[config.mk]
export PLATFORM = sky130hd
export DESIGN_NAME = instr_prefetch_queue
export DESIGN_NICKNAME = d
export VERILOG_FILES = /design/src/rtl/mips32_pkg.sv /design/src/rtl/pfq_fifo.sv /design/src/rtl/instr_prefetch_queue.sv
export SDC_FILE = /design/constraint.sdc
export NUM_CORES = 1
export LEC_CHECK = 0
export ABC_CLOCK_PERIOD_IN_PS = 12250
export CAP_MARGIN = 0
export CORE_ASPECT_RATIO = 0.5
export CORE_UTILIZATION = 59
export CTS_CLUSTER_SIZE = 16
export DETAILED_ROUTE_END_ITERATION = 8
export PLACE_DENSITY = 0.9
export SYNTH_ARGS = -nofsm -noshare
export SYNTH_HDL_FRONTEND = slang
export SYNTH_SLANG_ARGS = --single-unit
[constraint.sdc]
create_clock -name clk1 -period 12.25 [get_ports clk1]
set_input_delay 2.45 -clock clk1 [delete_from_list [all_inputs] [get_ports clk1]]
set_output_delay 2.45 -clock clk1 [all_outputs]
set_load 0.02 [all_outputs]
[src/rtl/mips32_pkg.sv]
// mips32_pkg: opcodes, pipeline type codes, fetch FSM encoding and default widths shared by the mips32 stages.
package mips32_pkg;

    localparam int PFQ_ADDR_W = 10;

    localparam logic [5:0] ADD   = 6'b000000;
    localparam logic [5:0] SUB   = 6'b000001;
    localparam logic [5:0] AND   = 6'b000010;
    localparam logic [5:0] OR    = 6'b000011;
    localparam logic [5:0] SLT   = 6'b000100;
    localparam logic [5:0] MUL   = 6'b000101;
    localparam logic [5:0] LW    = 6'b001000;
    localparam logic [5:0] SW    = 6'b001001;
    localparam logic [5:0] ADDI  = 6'b001010;
    localparam logic [5:0] SUBI  = 6'b001011;
    localparam logic [5:0] SLTI  = 6'b001100;
    localparam logic [5:0] BNEQZ = 6'b001101;
    localparam logic [5:0] BEQZ  = 6'b001110;
    localparam logic [5:0] HLT   = 6'b111111;

    typedef enum logic [2:0] {RR_ALU, RM_ALU, LOAD, STORE, BRANCH, HALT} instr_type_e;

    typedef enum logic [1:0] {RUN, WAIT, STOP} pfq_state_e;

endpackage

[src/rtl/pfq_fifo.sv]
// pfq_fifo: synchronous FIFO with flush and a registered head that shows a pushed word the cycle after its push.
module pfq_fifo #(
    parameter int DEPTH = 4,
    parameter int W     = 42
) (
    input  logic                   clk,
    input  logic                   rst,
    input  logic                   push,
    input  logic                   pop,
    input  logic                   flush,
    input  logic [W-1:0]           din,
    output logic [$clog2(DEPTH):0] count,
    output logic                   head_valid,
    output logic [W-1:0]           head
);
    localparam int AW = $clog2(DEPTH);
    localparam int CW = AW + 1;

    logic [W-1:0]  mem_q [DEPTH];
    logic [AW-1:0] rd_q, rd_d, wr_q, wr_d;
    logic [CW-1:0] count_q, count_d;
    logic [W-1:0]  head_q, head_d;
    logic          head_valid_q, head_valid_d;

    always_comb begin
        rd_d         = flush ? '0 : rd_q + AW'(pop);
        wr_d         = flush ? '0 : wr_q + AW'(push);
        count_d      = flush ? '0 : count_q + CW'(push) - CW'(pop);
        head_valid_d = count_d != '0;
        // An entry written this edge is not yet readable from mem_q, so bypass din into an emptied head
        head_d       = !head_valid_d ? '0 :
                       ((count_q - CW'(pop)) == '0) ? din : mem_q[rd_d];
    end

    always_ff @(posedge clk) begin
        if (rst) begin
            rd_q         <= '0;
            wr_q         <= '0;
            count_q      <= '0;
            head_q       <= '0;
            head_valid_q <= 1'b0;
        end else begin
            rd_q         <= rd_d;
            wr_q         <= wr_d;
            count_q      <= count_d;
            head_q       <= head_d;
            head_valid_q <= head_valid_d;
            if (push && !flush)
                mem_q[wr_q] <= din;
        end
    end

    assign count      = count_q;
    assign head_valid = head_valid_q;
    assign head       = head_q;

endmodule

[src/rtl/instr_prefetch_queue.sv]
// instr_prefetch_queue: mips32 fetch front end; prefetches sequential words into a FIFO and flushes on redirect.
// Define PFQ_HLT_STOP_EN to stop fetching once an HLT word has been queued.
module instr_prefetch_queue
    import mips32_pkg::*;
#(
    parameter int DEPTH  = 4,
    parameter int ADDR_W = PFQ_ADDR_W,
    parameter int DATA_W = 32
) (
    input  logic                   clk1,
    input  logic                   rst,
    output logic                   mem_req,
    output logic [ADDR_W-1:0]      mem_addr,
    input  logic                   mem_rvalid,
    input  logic [DATA_W-1:0]      mem_rdata,
    input  logic                   redirect_valid,
    input  logic [ADDR_W-1:0]      redirect_pc,
    output logic                   ir_valid,
    input  logic                   ir_ready,
    output logic [DATA_W-1:0]      ir,
    output logic [31:0]            npc,
    output logic [$clog2(DEPTH):0] count
);
    localparam int CW = $clog2(DEPTH) + 1;

    pfq_state_e        state_q, state_d;
    logic [ADDR_W-1:0] pc_q, pc_d, req_addr_q, req_addr_d;
    logic              discard_q, discard_d;
    logic              outstanding, resp, issue, push, pop, hlt;
    logic [ADDR_W-1:0] head_npc;

    assign outstanding = state_q == WAIT;
    assign resp        = outstanding && mem_rvalid;
    assign issue       = !rst && state_q == RUN && !redirect_valid && count < CW'(DEPTH);
    assign push        = resp && !redirect_valid && !discard_q;
    assign pop         = ir_valid && ir_ready;

`ifdef PFQ_HLT_STOP_EN
    assign hlt = mem_rdata[31:26] == HLT;
`else
    assign hlt = 1'b0;
`endif

    always_comb begin
        pc_d       = pc_q;
        req_addr_d = req_addr_q;
        discard_d  = discard_q;
        state_d    = state_q;
        if (redirect_valid) begin
            // Only a request still in flight after this edge can return a stale word
            pc_d      = redirect_pc;
            discard_d = outstanding && !mem_rvalid;
            state_d   = discard_d ? WAIT : RUN;
        end else if (issue) begin
            pc_d       = pc_q + ADDR_W'(1);
            req_addr_d = pc_q;
            state_d    = WAIT;
        end else if (resp) begin
            discard_d = 1'b0;
            state_d   = (push && hlt) ? STOP : RUN;
        end
    end

    always_ff @(posedge clk1) begin
        if (rst) begin
            state_q    <= RUN;
            pc_q       <= '0;
            req_addr_q <= '0;
            discard_q  <= 1'b0;
        end else begin
            state_q    <= state_d;
            pc_q       <= pc_d;
            req_addr_q <= req_addr_d;
            discard_q  <= discard_d;
        end
    end

    pfq_fifo #(
        .DEPTH (DEPTH),
        .W     (DATA_W + ADDR_W)
    ) u_fifo (
        .clk        (clk1),
        .rst        (rst),
        .push       (push),
        .pop        (pop),
        .flush      (redirect_valid),
        .din        ({mem_rdata, req_addr_q + ADDR_W'(1)}),
        .count      (count),
        .head_valid (ir_valid),
        .head       ({ir, head_npc})
    );

    assign mem_req  = issue;
    assign mem_addr = pc_q;
    assign npc      = 32'(head_npc);

endmodule

Word-level counts from Yosys, hierarchy flattened
Memory sizes are Yosys's and may differ from the RTL's.
Cells that the tools add are included.
{ "word_totals": {"register_bits": 73, "output_inout_bits": 79, "mem_bits_rw": 168, "word_cells": 60, "mem_count": 1, "inputBits": 47} }
{ "memory_table": {"columns": ["name", "words", "width", "read_ports", "rd_clocked_by_memory_dff", "wr", "line_no", "source"], "rows": [
  ["u_fifo.mem_q", 4, 42, 1, 0, 1, "pfq_fifo.sv:19", "logic [W-1:0] mem_q [DEPTH];"]
]} }
{ "op_classes": {"eq_ne": 2, "bitwise": 2, "order_cmp": 1, "n_mux": 15, "add_sub_neg": 7, "reduce_logical": 23} }
{ "ops": {"columns": ["op", "count"], "rows": [
  ["42-bit 2-to-1 mux", 1],
  ["10-bit by 1-bit adder with 10-bit output, second input constant", 2],
  ["10-bit 2-to-1 mux", 2],
  ["1-bit logical AND", 9],
  ["2-bit 2-to-1 mux", 4],
  ["1-bit 2-to-1 mux", 7],
  ["3-bit nonzero test", 2],
  ["3-bit by 1-bit subtractor with 3-bit output", 2],
  ["2-bit by 1-bit adder with 2-bit output", 2],
  ["1-bit zero test", 4],
  ["2-bit AND reduction", 2],
  ["2-bit nonzero test", 2],
  ["2-bit OR reduction", 2],
  ["3-bit by 1-bit adder with 3-bit output", 1],
  ["3-bit zero test", 1],
  ["3-bit < comparator, second input constant", 1],
  ["3-bit 2-to-1 mux", 1],
  ["2-bit by 1-bit == test with 1-bit output, second input constant", 1],
  ["2-bit zero test", 1],
  ["2-bit by 1-bit != test with 1-bit output, second input constant", 1],
  ["1-bit NOT", 2]
]} }

Depth between registers and ports, before layout
Gate-level depths: netlist of run 1.
{ "depth": {"word_depth": 10, "depth_mapped": 14, "mapped_depth_nobuf": 10} }

Cells and area by module
A second synthesis of run 1 with hierarchy kept.
{ "unflattened": {"hier_cells": 769, "area_unflattened_um2": 9459.1} }
{ "by_module_without_submodules": {"columns": ["module", "instances", "cells_per_inst", "seq_area_each_um2", "area_each_um2"], "rows": [
  ["pfq_fifo", 1, 601, 6045.8, 8152.8],
  ["instr_prefetch_queue", 1, 168, 440.4, 1306.3]
]} }

Worst setup path before layout of run 1
Ideal clock, no wire load.
{ "synth_path": {"kind": "input to register", "startpoint": "input port redirect_valid", "endpoint": "memory u_fifo.mem_q[0][0], enable pin", "path_stages": 3, "n_path_buf": 1, "required_ns": 11.748, "path_slack_ns": 5.605, "setup_ns": 0.502, "t_arrival_ns": 6.143, "cell_sequence": "buf_2 nor4_1 nor3b_1"} }
{ "synth_via": {"elab_chain_cells": 7} }
{ "synth_lines": {"columns": ["element", "line_no", "source"], "rows": [
  ["from (decl)", "instr_prefetch_queue.sv:16", "input logic redirect_valid,"],
  ["1-bit zero test (*)", "pfq_fifo.sv:48, instr_prefetch_queue.sv:35", null],
  ["1-bit logical AND (2 in series)", "instr_prefetch_queue.sv:35", "assign push = resp && !redirect_valid && !discard_q;"],
  ["1-bit logical AND (*)", "pfq_fifo.sv:48", "if (push && !flush)"],
  ["1-bit 2-to-1 mux (*)", "pfq_fifo.sv:48", null],
  ["1-bit 2-to-1 mux (*)", "pfq_fifo.sv:36", "if (rst) begin"],
  ["1-bit 2-to-1 mux (implied by the code) (*)", "pfq_fifo.sv:49", "mem_q[wr_q] <= din;"],
  ["to (decl)", "pfq_fifo.sv:19", null]
]} }
Every way passes the cells marked *; elsewhere a longest branch is shown, timed or not.

Worst setup path in the final report of run 1
{ "layout_path": {"startpoint": "input port rst", "endpoint": "output port mem_req"} }
{ "layout_via": {"elab_chain_cells": 4} }
{ "layout_lines": {"columns": ["element", "line_no", "source"], "rows": [
  ["from (decl)", "instr_prefetch_queue.sv:11", "input logic rst,"],
  ["1-bit zero test", "instr_prefetch_queue.sv:34", "assign issue = !rst && state_q == RUN && !redirect_valid && count < CW'(DEPTH);"],
  ["1-bit logical AND (3 in series)", "instr_prefetch_queue.sv:34", null],
  ["to (decl)", "instr_prefetch_queue.sv:12", "output logic mem_req,"]
]} }
No other way between the ends.

==> run summary, run 1 <==
Final Hold Vio Count: 0
Vias per inst: 6.165
Initial Util: 61.97%
Clk buf depth: 3
Final min period: 7.591 ns
RSZ-0062 raised after global routing: no
Final net count: 817
Number of synthesized flops with an enable pin: 168
Number of routed nets with antenna violations: 0
WP data required: 9.80 ns
Syn Std Cell Area: 9206 um^2
Status: completed
Gate power share: 5.0%
Via count: 6017
# port buffers: 103
Total grt overflow: 0
Slew margin rel.: 22.45%
CTS Sinks: 240
Ys Warns: 0
Crit Path Class: in2out
Vias in the first global route: 5875
Initial antenna violation count: 0
Clock-pin slew on the worst setup and hold paths: 0.06 ns
Gpl congestion: 0.8717
Crit-path cells: clkdlybuf4s50_1 -> or4_4 -> inv_2 -> clkdlybuf4s50_1
Wire length per cell: 19.33 um
Total power: 1.576 mW
Initial DRC Count: 505
Cts hold-fix bufs: 0
R2R setup slack: 8.69 ns
Post-CTS setup buffer count: 0
Distinct cells, synth: 53
Most Frequent Cell on Critical Path: clkdlybuf4s50_1
Clk network pwr share: 39.1%
Die area: 16140 um^2
Fmax: 131.7 MHz
CP delay by family, top: buffers and inverters
Clk_lat worst skew: 0.49 ns
CORE AREA: 14860 um^2
CP startpoint: rst
Final setup TNS: 0 ns
CP max stage cell: clkdlybuf4s50_1
MaxCap Viol Count: 0
Worst Path Arrival: 5.14 ns
Depth of the most critical reg-to-reg path: 10
Pin count of the biggest net entering global routing: 85
CTS tree: yes
Area grow syn2layout: 18.55%
TritonCTS Buffers: 20
P_sw: 0.3214 mW
Die Width: 178.7 um
Crit path max fanout: 32
CP startpoint kind: input pin
Synth Register Bits: 240
Register area share after synthesis: 70.45%
Worst min path class: reg2reg
DRC Markers: 0
Mapped Cells: 678
Layout cells sized above 1: 6.941%
Final worst-path cycle share: 61.97%
CTS root buf: clkbuf_16
Peak VDD IR: 0.09296 mV
CP Buf/Inv Count: 3
N_diodes: 0
Critical Path Sink Type: output pin
Setup-failing EPs final: 0
Predominant post-synthesis flop cell: edfxtp_1
Critical R2R Launch: state_q[0]
Top Ports: 126
Skew final: 0.006734 ns
Crit path to: mem_req
Least-Margin Pin Slew: 1.163 ns
Global-route usage over all layers: 23.81%
H-tree depth: 1
Worst r2r dst: u_fifo.head[15]
Hold WS: 0.4803 ns
CP peak stage delay: 0.96 ns
Row count: 31
Synth area leaders: edfxtp_1 55%, dfxtp_1 16%, nand2_1 5.0%
Syn avg cell area: 13.58 um^2
Post-cts resize count: 0
Count leader, synth: edfxtp_1
Router iterations before antenna repair: 5
Top cells by count, synth: 168 x edfxtp_1, 122 x nand2_1, 72 x dfxtp_1
Leak Pwr: 4.107 nW
PwrDens: 144.4 nW/um^2
Synth area leader: edfxtp_1
Internal power: 1.254 mW
Post-synth top area share: 54.80%
Seq pwr share: 55.9%
Max-slew violation count: 0
Dpl hpwl: 10.13 mm
Ys async rst share: 0%
Die height: 90.33 um
Core Util, Final: 73.47%
Aggregate routed wire length: 18.86 mm
Sw frac: 20.40%
Levels on crit path: 4
First-pass GRT wire length: 29.81 mm
## area by class of cell
type	instances	area (um^2)
Clock buffer	31	614.3
Sequential cell	240	6486
Inverter	9	33.78
Fill cell	895	3941
Multi-Input combinational cell	383	2422
Clock inverter	5	26.28
Tap cell	198	247.7
Timing Repair Buffer	110	1084
## through the flow
step / cells / instance area (um^2) / setup slack, ns
final: 976 / 10910 / 4.659
after global routing: 976 / 10910 / 4.505
after CTS: 976 / 10910 / 4.668
after detailed placement: 940 / 10270 / 4.683
after global placement: 940 / 10270 / 4.730
after floorplan: 699 / 9285 / 5.605
## worst min path at each step
stage	startpoint	endpoint	cells past startpoint
floorplan	req_addr_q[9]	req_addr_q[9]	2
global placement	req_addr_q[9]	req_addr_q[9]	2
detailed placement	req_addr_q[9]	req_addr_q[9]	2
CTS	req_addr_q[9]	req_addr_q[9]	2
global route	req_addr_q[7]	req_addr_q[7]	2
finish	req_addr_q[9]	req_addr_q[9]	2
## registers in the layout, indices dropped and copies added (netlist names)
name	flops
u_fifo.head_valid	1
state_q	1
u_fifo.rd_q	2
u_fifo.head	42
u_fifo.count	3
req_addr_q	10
mem_addr	10
u_fifo.wr_q	2
u_fifo.mem_q	168
discard_q	1
## kinds of logic (layout without fill, tap and decap cells)
kind of cell	Yosys count	count (layout)	synth area share, %
and+or+nand+nor	175	175	8.277
buffers and inverters	76	155	4.675
AOI/OAI and AO/OA	166	166	14.12
xor gates and xnor gates	11	11	1.196
DFF	240	240	70.45
other	1	22	0.04073
adders and majority gates	6	6	0.8970
muxes	3	3	0.3398
## routing by layer
metal	track usage, %	routed length, um	vias to the layer above
met5	0	0	-
met2	40.25	9417	303
li1	-	-	2720
met1	32.01	7674	2967
met4	6.073	308	0
met3	4.251	1462	27
## power by group through the flow
stage          Sequential (mW)  Clock (mW)  Combinational (mW)
3_3_place_gp             0.898           0              0.0753
2_1_floorplan            0.904           0              0.0364
6_report                 0.881       0.616              0.0782
3_5_place_dp             0.899           0              0.0775
4_1_cts                  0.881       0.623              0.0780
5_1_grt                  0.881       0.654              0.0844
## cell usage in the layout, fill, tap and decap left out, types with 6 or more instances in the layout
cell             Yosys  final
buf_4               22      7
nand2_1            122    122
nor2_1              12     11
dfxtp_1             72     72
a21o_1              42     42
inv_1                8      8
conb_1               1     22
clkbuf_16            0     21
nor3_1               8      8
clkdlybuf4s50_1      0    103
nand3_1              8      8
a311oi_1            42     42
a21oi_1             18     17
a221oi_1            42     42
o21ai_0              7      7
edfxtp_1           168    168
a31oi_1              6      6
## worst min-delay path: cells and delay by family (launching register included)
family	cells	cell delay [ns]
AOI/OAI and AO/OA	1	0.05
DFF	1	0.33
and+or+nand+nor	1	0.06
No activity file was read; power rests on OpenSTA's default activity.
==> run 2, diff against run 1 <==
Settings changed: ABC_CLOCK_PERIOD_IN_PS 12250 to 7100, CORE_UTILIZATION 59 to 54, PLACE_DENSITY 0.9 to 0.84.
Clock period 12.25 ns to 7.1 ns, I/O delays scaled along.
==> run summary, run 2 (same netlist as run 1, synthesis figures left out) <==
Status: completed
Die height: 94.33 um (+4.4%)
Grt met3 use: 3.382% (-0.87 points)
Slew margin rel.: 24.29% (+1.8 points)
Dpl hpwl: 10.63 mm (+5.0%)
Wire length per cell: 19.01 um (-1.6%)
Total grt overflow: 0 (unchanged)
Least-Margin Pin Slew: 1.133 ns (-0.03014 ns)
Aggregate routed wire length: 19.18 mm (+1.7%)
CORE AREA: 16520 um^2 (+11%)
PwrDens: 255.0 nW/um^2 (+77%)
GR Layer Usage met1: 30.33% (-1.7 points)
Max reg flops: 168 (unchanged)
TritonCTS Buffers: 21 (+5.0%)
CTS tree: yes
Peak VDD IR: 0.1419 mV (+53%)
Commonest non-fill, non-tap cell in the layout: edfxtp_1
Critical Path Sink Type: output pin
Final Hold Vio Count: 0 (unchanged)
Core Util, Final: 66.74% (-6.7 points)
P_sw: 0.5653 mW (+76%)
Crit path to: mem_req
Clock-pin slew on the worst setup and hold paths: 0.06 ns (about the same)
Depth of the most critical reg-to-reg path: 10 (unchanged)
Critical R2R Launch: u_fifo.head_valid
CTS root buf: clkbuf_16
Post-cts resize count: 0 (unchanged)
Clk_lat worst skew: 0.49 ns (about the same)
CP startpoint: redirect_valid
Gpl congestion: 0.8859 (+1.6%)
Die Width: 186.7 um (+4.5%)
Pin count of the biggest net entering global routing: 45 (-47%)
First-pass GRT wire length: 30.27 mm (+1.5%)
Clk network pwr share: 41.1% (+2.0 points)
DRC Markers: 0 (unchanged)
Post-Place Worst Slack: 1.901 ns (-2.781 ns)
Worst Path Arrival: 3.77 ns (-1.37 ns)
Post-CTS setup buffer count: 0 (unchanged)
Crit path max fanout: 21 (-34%)
Leak Pwr: 4.132 nW (+0.61%)
Final net count: 821 (+0.49%)
Initial antenna violation count: 0 (unchanged)
Setup-failing EPs final: 0 (unchanged)
Register name with the most flops: u_fifo.mem_q
WP data required: 5.68 ns (-4.12 ns)
Initial DRC Count: 478 (-5.3%)
Clk buf depth: 3 (unchanged)
M2 GR Usage: 37.62% (-2.6 points)
Crit Path Class: in2out
MaxCap Viol Count: 0 (unchanged)
N_diodes: 0 (unchanged)
Number of routed nets with antenna violations: 0 (unchanged)
Sw frac: 20.11% (-0.29 points)
Via count: 5959 (-0.96%)
Layout cells sized above 1: 6.905% (-0.036 points)
H-tree depth: 1 (unchanged)
Seq pwr share: 54.1% (-1.8 points)
Skew final: 0.008924 ns (+0.002191 ns)
Fmax: 192.7 MHz
Top Ports: 126 (unchanged)
Die area: 17610 um^2 (+9.1%)
Gate power share: 4.8% (-0.2 points)
Max-slew violation count: 0 (unchanged)
RSZ-0062 raised after global routing: no
Final setup TNS: 0 ns (unchanged)
R2R setup slack: 3.64 ns (-5.05 ns)
# port buffers: 103 (unchanged)
Cts hold-fix bufs: 0 (unchanged)
CP startpoint kind: input pin
Final min period: 5.189 ns
Most frequent cells in the layout: 168 x edfxtp_1, 122 x nand2_1, 103 x clkdlybuf4s50_1
Worst min path class: reg2reg
Final worst-path cycle share: 73.09%
CTS Sinks: 240 (unchanged)
Initial Util: 55.74% (-6.2 points)
Router iterations before antenna repair: 5 (unchanged)
Row count: 33 (+6.5%)
Internal power: 2.245 mW (+79%)
Hold WS: 0.4866 ns (+0.006307 ns)
Vias per inst: 5.906 (-4.2%)
Area grow syn2layout: 19.73%
Worst r2r dst: u_fifo.head[33]
Grt peak-use layer: met2
Global-route usage over all layers: 21.91% (-1.9 points)
Final worst slack: 1.911 ns (-2.748 ns)
Vias in the first global route: 5779 (-1.6%)
## run 2: worst min-delay path by stage
stage                   from            end  cells after the start
2_1_floorplan  req_addr_q[9]  req_addr_q[9]                      2
3_3_place_gp   req_addr_q[9]  req_addr_q[9]                      2
3_5_place_dp   req_addr_q[9]  req_addr_q[9]                      2
4_1_cts        req_addr_q[9]  req_addr_q[9]                      2
5_1_grt        req_addr_q[9]  req_addr_q[9]                      2
6_report       req_addr_q[9]  req_addr_q[9]                      2
## run 2: area by class of cell
cell class | count | area, um^2
Sequential cell | 240 | 6486
Inverter | 9 | 33.78
Clock inverter | 6 | 107.6
Fill cell | 1164 | 5493
Multi-Input combinational cell | 383 | 2422
Tap cell | 227 | 284.0
Timing Repair Buffer | 113 | 1106
Clock buffer | 31 | 583.1
## run 2: per-stage QoR
stage,std cells,total power [mW],cell area [um^2]
global route,1009,2.891,11020
detailed placement,972,1.686,10330
floorplan,699,1.623,9285
finish,1009,2.811,11020
CTS,1009,2.826,11020
global placement,972,1.682,10330
## run 2: critical path, stage by stage
cell and delay (ns):
clkdlybuf4s50_1 0.65, or4_4 0.75, inv_2 0.28, clkdlybuf4s50_1 0.66
## run 2: power groups by stage
stage / Clock [mW] / Sequential (mW) / Combinational [mW]
2_1_floorplan: 0 / 1.56 / 0.0628
4_1_cts: 1.17 / 1.52 / 0.136
3_3_place_gp: 0 / 1.55 / 0.132
5_1_grt: 1.22 / 1.52 / 0.146
6_report: 1.15 / 1.52 / 0.136
3_5_place_dp: 0 / 1.55 / 0.135
## run 2: per-layer routing
| metal | routed length, um | up-vias |
|---|---|---|
| met1 | 8412 | 2959 |
| met4 | 227 | 0 |
| met5 | 0 | - |
| met2 | 9207 | 263 |
| li1 | - | 2717 |
| met3 | 1336 | 20 |
==> run 3, diff against run 2 <==
Settings changed: ABC_CLOCK_PERIOD_IN_PS 7100 to 4200, CORE_UTILIZATION 54 to 49, PLACE_DENSITY 0.84 to 0.8.
Clock period 7.1 ns to 4.2 ns, I/O delays scaled along.
==> run summary, run 3 (same netlist as run 1, synthesis figures left out) <==
Status: completed
Worst min path class: reg2reg
Initial DRC Count: 458 (-4.2%)
Die Width: 195.8 um (+4.9%)
Critical R2R Launch: u_fifo.head_valid
Final setup TNS: 0 ns (unchanged)
Hold WS: 0.4978 ns (+0.01115 ns)
Finished Layout Cells: 1028 (+1.9%)
WP data required: 3.36 ns (-2.32 ns)
Max-slew violation count: 0 (unchanged)
R2R setup slack: 1.26 ns (-2.38 ns)
Slew margin rel.: 57.92% (+34 points)
Setup-failing EPs final: 0 (unchanged)
H-tree depth: 1 (unchanged)
Row count: 35 (+6.1%)
Final net count: 826 (+0.61%)
Leak Pwr: 4.159 nW (+0.66%)
Final worst-path cycle share: 88.67%
Crit Path Class: in2out
FILL cells: 1362 (+17%)
CP startpoint kind: input pin
First-pass GRT wire length: 30.71 mm (+1.4%)
Dpl hpwl: 10.78 mm (+1.3%)
WHS Endpoint: req_addr_q[9]
Least-Margin Pin Slew: 0.6254 ns (-0.5077 ns)
Global-route usage over all layers: 20.02% (-1.9 points)
Die area: 19370 um^2 (+10%)
Final Hold Vio Count: 0 (unchanged)
CTS root buf: clkbuf_16
PwrDens: 415.9 nW/um^2 (+63%)
Wire length per cell: 18.90 um (-0.61%)
Initial Util: 50.05% (-5.7 points)
CORE AREA: 18390 um^2 (+11%)
Critical Path Sink Type: output pin
Final min period: 3.724 ns
Cts hold-fix bufs: 0 (unchanged)
Vias in the first global route: 5863 (+1.5%)
# port buffers: 103 (unchanged)
Post-CTS setup buffer count: 0 (unchanged)
Commonest non-fill, non-tap cell in the layout: edfxtp_1
Clk_lat worst skew: 0.49 ns (about the same)
Worst hold path stage count: 2 (unchanged)
Aggregate routed wire length: 19.43 mm (+1.3%)
Cell Count Post-Placement: 990 (+1.9%)
CTS tree: yes
Area grow syn2layout: 20.74%
Clock-pin slew on the worst setup and hold paths: 0.07 ns (about the same)
Vias per inst: 5.794 (-1.9%)
DRC Markers: 0 (unchanged)
Die height: 98.93 um (+4.9%)
MaxCap Viol Count: 0 (unchanged)
Total grt overflow: 0 (unchanged)
Total power: 4.623 mW (+64%)
Most frequent cells in the layout: 168 x edfxtp_1, 122 x nand2_1, 103 x clkdlybuf4s50_1
Number of routed nets with antenna violations: 0 (unchanged)
Depth of the most critical reg-to-reg path: 11 (+1)
Worst Path Arrival: 2.88 ns (-0.89 ns)
CP startpoint: redirect_valid
Worst Hold Launch: req_addr_q[9]
Layout cells sized above 1: 7.741% (+0.84 points)
Post-cts resize count: 0 (unchanged)
Crit path max fanout: 21 (unchanged)
Register name with the most flops: u_fifo.mem_q
Clk buf depth: 3 (unchanged)
Initial antenna violation count: 0 (unchanged)
Worst r2r dst: u_fifo.head[28]
Router iterations before antenna repair: 5 (unchanged)
RSZ-0062 raised after global routing: no
Peak VDD IR: 0.2361 mV (+66%)
Via count: 5956 (-0.050%)
Top Ports: 126 (unchanged)
N_diodes: 0 (unchanged)
Gpl congestion: 0.8306 (-6.2%)
Core Util, Final: 60.44% (-6.3 points)
TritonCTS Buffers: 21 (unchanged)
Skew final: 0.008391 ns (-0.0005337 ns)
Fmax: 268.5 MHz
Pin count of the biggest net entering global routing: 59 (+31%)
Max reg flops: 168 (unchanged)
CTS Sinks: 240 (unchanged)
## run 3: final cells by class
type                    count  area, um^2  area share (%)
clock buffers              27       558.0           5.020
flip-flops and latches    240        6486           58.35
inverters                   9       33.78          0.3039
well taps                 240       300.3           2.701
multi-input cells         383        2432           21.88
clock inverters            11       86.33          0.7767
repair buffers            118        1219           10.96
## run 3: critical path, cell delays in order
cell and delay (ns):
clkdlybuf4s50_1 0.44, or4_4 0.66, inv_2 0.27, clkdlybuf4s50_1 0.66
## run 3: power by group
part	internal, mW	switching (mW)	total, mW
registers	2.55	0.0209	2.57
logic	0.102	0.132	0.234
clock network	1.01	0.813	1.82
total	3.66	0.965	4.62
## run 3: how the worst max path moves through the flow
stage | endpoint | slack [ns] | cells after the start
finish | mem_req | 0.48 | 4
global route | mem_req | 0.37 | 4
CTS | mem_req | 0.47 | 4
detailed placement | u_fifo.head[29] | 0.28 | 12
global placement | u_fifo.head[29] | 0.43 | 12
floorplan | u_fifo.mem_q[2][0] | 0.54 | 4
## run 3: layer usage
layer,wire [um],GRT usage (%)
met4,182,3.486
met2,9340,33.73
met1,8693,28.21
met3,1209,2.841
met5,0,0
## run 3: through the flow
stage	setup slack, ns	area [um^2]
2_1_floorplan	0.5379	9290
4_1_cts	0.4689	11120
5_1_grt	0.3737	11120
6_report	0.4758	11120
3_5_place_dp	0.2814	10470
3_3_place_gp	0.4250	10470
